File: config.mk
export PLATFORM = sky130hd
export DESIGN_NAME = gsim_pe_pipe
export DESIGN_NICKNAME = d
export VERILOG_FILES = /design/src/rtl/gsim_pkg.sv /design/src/rtl/gsim_div20.sv /design/src/rtl/gsim_pe_pipe.sv
export SDC_FILE = /design/constraint.sdc
export NUM_CORES = 1
export LEC_CHECK = 0
export CORE_UTILIZATION = 50
export CTS_CLUSTER_DIAMETER = 200
export DETAILED_ROUTE_END_ITERATION = 8
export PLACE_DENSITY = 0.72
export SLEW_MARGIN = 10
export SYNTH_ARGS = -nofsm -noshare
export SYNTH_HDL_FRONTEND = slang
export SYNTH_SLANG_ARGS = --single-unit
File: constraint.sdc
create_clock -name clk -period 20.5 [get_ports clk]
set_clock_uncertainty 0.15 [all_clocks]
set_input_delay 3.075 -clock clk [delete_from_list [all_inputs] [get_ports clk]]
set_output_delay 3.075 -clock clk [all_outputs]
set_load 0.05 [all_outputs]
File: src/rtl/gsim_pkg.sv
// Shared constants and width helper for the Gauss-Seidel stencil PE.
package gsim_pkg;

  localparam int GSIM_DIVISOR = 20;
  localparam int GSIM_C_NEAR  = 1;
  localparam int GSIM_C_MID   = -6;
  localparam int GSIM_C_FAR   = 13;

  // Stencil terms span at most 20*2^dw; add the shifted b term on top of that.
  function automatic int unsigned gsim_sum_w(input int unsigned dw, input int unsigned bw,
                                             input int unsigned frac);
    if (bw + frac > dw + 6) begin
      return bw + frac + 2;
    end
    return dw + 7;
  endfunction

endpackage

File: src/rtl/gsim_div20.sv
// Combinational signed floor division by 20, exact over the full input range.
module gsim_div20
  import gsim_pkg::*;
#(
  parameter int unsigned W = 39
) (
  input  logic signed [W-1:0] num,
  output logic signed [W-1:0] quo
);

  localparam logic signed [W-1:0] Divisor = W'(GSIM_DIVISOR);

  logic signed [W-1:0] q_trunc;
  logic signed [W-1:0] r_trunc;

  always_comb begin
    q_trunc = num / Divisor;
    r_trunc = num % Divisor;
    // Truncating divide rounds toward zero; a negative remainder means one step down.
    quo     = q_trunc - W'(r_trunc[W-1]);
  end

endmodule

File: src/rtl/gsim_pe_pipe.sv
// Three-stage handshaked Gauss-Seidel stencil PE with sideband tag.
// Define GSIM_PE_SAT_EN to clamp y to the DW range and flag clipping on sat.
module gsim_pe_pipe
  import gsim_pkg::*;
#(
  parameter int unsigned DW    = 32,
  parameter int unsigned BW    = 16,
  parameter int unsigned FRAC  = 16,
  parameter int unsigned TAG_W = 8
) (
  input  logic                    clk,
  input  logic                    reset,
  input  logic                    in_valid,
  output logic                    in_ready,
  input  logic signed [DW-1:0]    x1,
  input  logic signed [DW-1:0]    x2,
  input  logic signed [DW-1:0]    x3,
  input  logic signed [DW-1:0]    x4,
  input  logic signed [DW-1:0]    x5,
  input  logic signed [DW-1:0]    x6,
  input  logic signed [BW-1:0]    b,
  input  logic        [TAG_W-1:0] in_tag,
  output logic                    out_valid,
  input  logic                    out_ready,
  output logic signed [DW-1:0]    y,
  output logic        [TAG_W-1:0] out_tag,
  output logic                    sat
);

  localparam int unsigned SW = gsim_sum_w(DW, BW, FRAC);

  logic adv;
  assign adv      = !out_valid || out_ready;
  assign in_ready = adv;

  // S1 operands
  logic signed [DW:0]   a_d, c_d, d_d;
  logic signed [SW-1:0] b_ext, b_s_d;

  always_comb begin
    a_d   = {x1[DW-1], x1} + {x2[DW-1], x2};
    c_d   = {x3[DW-1], x3} + {x4[DW-1], x4};
    d_d   = {x5[DW-1], x5} + {x6[DW-1], x6};
    b_ext = {{(SW-BW){b[BW-1]}}, b};
    b_s_d = b_ext <<< FRAC;
  end

  logic                 s1_valid;
  logic signed [DW:0]   s1_a, s1_c, s1_d;
  logic signed [SW-1:0] s1_b;
  logic [TAG_W-1:0]     s1_tag;

  // S2 weighted sum, shift-add only
  logic signed [SW-1:0] a_e, c_e, d_e, sum_d;

  always_comb begin
    a_e   = {{(SW-DW-1){s1_a[DW]}}, s1_a};
    c_e   = {{(SW-DW-1){s1_c[DW]}}, s1_c};
    d_e   = {{(SW-DW-1){s1_d[DW]}}, s1_d};
    sum_d = s1_b + a_e - ((c_e <<< 2) + (c_e <<< 1)) + ((d_e <<< 3) + (d_e <<< 2) + d_e);
  end

  logic                 s2_valid;
  logic signed [SW-1:0] s2_sum;
  logic [TAG_W-1:0]     s2_tag;

  // S3 divide and narrow
  logic signed [SW-1:0] quo;
  logic signed [DW-1:0] y_d;
  logic                 sat_d;

  gsim_div20 #(
    .W(SW)
  ) u_div (
    .num(s2_sum),
    .quo(quo)
  );

`ifdef GSIM_PE_SAT_EN
  logic ovf;
  always_comb begin
    ovf   = (quo[SW-1:DW-1] != {(SW-DW+1){quo[SW-1]}});
    sat_d = ovf;
    y_d   = quo[DW-1:0];
    if (ovf) begin
      y_d = quo[SW-1] ? {1'b1, {(DW-1){1'b0}}} : {1'b0, {(DW-1){1'b1}}};
    end
  end
`else
  logic unused_quo;
  assign unused_quo = ^quo[SW-1:DW];
  assign y_d        = quo[DW-1:0];
  assign sat_d      = 1'b0;
`endif

  always_ff @(posedge clk or posedge reset) begin
    if (reset) begin
      s1_valid  <= 1'b0;
      s1_a      <= '0;
      s1_c      <= '0;
      s1_d      <= '0;
      s1_b      <= '0;
      s1_tag    <= '0;
      s2_valid  <= 1'b0;
      s2_sum    <= '0;
      s2_tag    <= '0;
      out_valid <= 1'b0;
      y         <= '0;
      out_tag   <= '0;
      sat       <= 1'b0;
    end else if (adv) begin
      s1_valid  <= in_valid;
      s1_a      <= a_d;
      s1_c      <= c_d;
      s1_d      <= d_d;
      s1_b      <= b_s_d;
      s1_tag    <= in_tag;
      s2_valid  <= s1_valid;
      s2_sum    <= sum_d;
      s2_tag    <= s1_tag;
      out_valid <= s2_valid;
      y         <= y_d;
      out_tag   <= s2_tag;
      sat       <= sat_d;
    end
  end

endmodule
==> summary.md <==
| Metric | Value |
|---|---|
| Data arrival, critical path | around 20000 ps |
| Fin crit share | 0.9427 |
| Synthesized cell area | about 0.024 mm2 |
| Area of the core | approximately 0.048 mm2 |
| Seq/Total Area, Yosys | 0.2196 |
| Minimum clock period | just under 20000 ps |
| Initial core utilization | 0.5073 |
| Final Hold Vio Count | 0 |
| Antenna diodes | 0 |
| Run status | complete, no violations |
| Reg-to-reg startpoint | s2_sum[13] |
| Number of antenna violations at the first check in global routing | 3 |
| Vias per cell | ~5.9 |
| Most common cell after layout, fill and taps aside | nand2_1 |
| Top FF cell, synth | dfrtp_1 |
| Worst-path clk slew | 60 ps |
| Crit. End Element | flop |
| #FFs+latches synth | 213 |
| Die X | 222.3 um |
| ANT nets after route | 0 |
| Layout area overhead | 16.99% |
| Critical-path maximum fanout | 18 |
| Vias | 22150 |
| CP endpoint | y[23] |
| WP depth | 63 |
| Clock Latency Late Sink | 570 ps |
| Total global-route track usage | 0.2772 |
| First-pass GRT wire length | 112.3 mm |
| H-tree lvl count | 1 |
| Hold crit path type | flop to flop |
| Startpoint types | flop |
| # IOs | about 260 |
| Yosys cell types | 128 |
| Synth Warn # | 0 |
| TritonCTS clock tree | built |
| Critical path buffers and inverters | 4 |
| # fillers | 4214 |
| Drt drc | 0 |
| Final setup violation count | 0 |
| Max Cap Viol | 0 |
| Most frequent cells in the layout | 378 x nand2_1, 261 x clkdlybuf4s50_1, 250 x a21oi_1, 247 x nor2_1, 212 x dfrtp_1 |
| Root Driver | clkbuf_16 |
| RR Endpoint | y[23] |
| Hpwl dp | 54.40 mm |
| Worst reg-to-reg setup slack | roughly 1200 ps |
| Detailed Routing Iterations Pass 1 | 6 |
| Reg2Reg Depth | 63 |
| Die Y | 222.3 um |
| Seq. cell area | 0.005331 mm2 |
| Worst Setup SP | s2_sum[13] |
| WL/cell | 18.52 um |
| Final nets | 3631 |
| CTS sink cnt | around 210 |
| Site Rows | 80 |
| Max Clk Rate | 51.75 MHz |
| Final wirelength | roughly 70 mm |
| Grt ovf | 0 |
| CP max stage cell | or4b_4 |
| Syn Nets | ~3400 |
| Vias in the first global route | 21550 |
| Max clock buf depth | 3 |
| Slew margin rel. | 0.1993 |
| Actual slew at the worst max-slew pin | 1186 ps |
| Critical Path RT | 20800 ps |
| RSZ-0062 raised after global routing | no |
| DIE AREA | 0.04943 mm2 |
| Multi-input logic area | 0.01775 mm2 |
| Synth async-reset ratio | 1.000 |
| CP delay by family, top | compound AO/OA/AOI/OAI gates |
| Slowest stage delay, CP | 680 ps |
| Largest net degree at the start of global routing | ~110 |
| Crit Path Class | flop to flop |
| EDFF count, synth | 0 |
| DRT iter0 DRCs | ~1600 |
| Syn avg cell area | 8.387 um2 |
| Slew Viols, Final | 0 |
| Placed inst area | 0.02734 mm2 |
| Design area | 0.02840 mm2 |
| Port bufs | 261 |
| Syn Inst Count | 2894 |
| Final Wtd Congestion | 0.9168 |
| CTS Buf Count | 26 |
| Ratio of cells with drive above 1 in the final layout | 0.06103 |
| Setup TNS Final | 0 ps |
-- per-layer routing --
layer,share of wire,global-route usage,vias up
li1,-,-,10690
met1,0.46,0.3937,10630
met2,0.46,0.4514,730
met3,0.053,0.03187,102
met4,0.021,0.06563,6
met5,0.00055,0,-
-- state kept, by name, indices dropped and copies added (netlist names) --
name / flops
s1_tag: 8
s1_a: 33
out_valid: 1
s2_tag: 8
s1_d: 33
s2_valid: 1
s1_c: 33
out_tag: 8
s2_sum: 39
y: 32
s1_valid: 1
s1_b: 16
-- worst register-to-register path: cells and delay by family, from the launching register on --
kind	cells	cell delay, ps
adder cells (fa/ha/maj)	3	1150
AND/OR/NAND/NOR	21	6710
flip-flops	1	430
AO/OA/AOI/OAI	29	8370
XOR/XNOR	4	920
multiplexers	2	650
buffers and inverters	4	820
-- area by class of cell --
class,instances,area share
flip-flops and latches,213,0.1877
multi-input cells,2358,0.6252
clock buffers,37,0.02652
repair buffers,301,0.1026
inverters,195,0.02630
clock inverters,9,0.004582
well taps,615,0.02710
-- cell usage after synthesis (56+ instances only) --
cell type	number	share of area
nand2_1	379	0.059
a21oi_1	251	0.052
nor2_1	249	0.039
dfrtp_1	213	0.22
inv_1	192	0.030
xnor2_1	169	0.061
ha_1	162	0.084
fa_1	154	0.13
o21ai_0	151	0.031
clkbuf_1	85	0.013
o31ai_1	60	0.019
nor3_1	56	0.012
-- cell families (layout without fill, tap and decap cells) --
kind of cell | count (synthesis) | count (layout) | share of synthesized area
buffers and inverters | 324 | 542 | 0.05330
AO/OA/AOI/OAI | 829 | 830 | 0.2356
multiplexers | 21 | 21 | 0.009536
AND/OR/NAND/NOR | 962 | 962 | 0.1862
other | 1 | 1 | 0.0001545
adder cells (fa/ha/maj) | 321 | 321 | 0.2126
flip-flops | 213 | 213 | 0.2196
XOR/XNOR | 223 | 223 | 0.08304
-- worst min-delay path by stage --
| stage | start | to | slack, ps | cells past startpoint |
|---|---|---|---|---|
| detailed placement | s2_tag[2] | s2_tag[2] | 300 | 2 |
| CTS | s2_tag[2] | s2_tag[2] | 320 | 2 |
| global placement | s2_valid | s2_valid | 290 | 2 |
| floorplan | s2_valid | s2_valid | 280 | 2 |
| global route | s1_tag[5] | s2_tag[5] | 330 | 2 |
| finish | s1_tag[3] | s1_tag[3] | 310 | 2 |
-- metrics by stage --
step	cells	hold WS, ps	setup slack [ps]	utilization
final	3728	314.4	1175	0.5935
after global routing	3728	332.2	152.6	0.5935
after CTS	3716	318.0	249.0	0.5899
after detailed placement	3670	305.0	330.1	0.5715
after global placement	3670	294.3	833.6	0.5715
after floorplan	2894	280.0	3620	-
-- what timing repair did --
action	4_1_cts	5_1_grt
setup endpoints to repair	0	27
gates resized for setup	0	16
buffers inserted	0	11
hold buffers	0	0
Power is left out: the tool's default activity adds up to more than one toggle a clock period on the data nets, which glitch-free logic cannot reach.
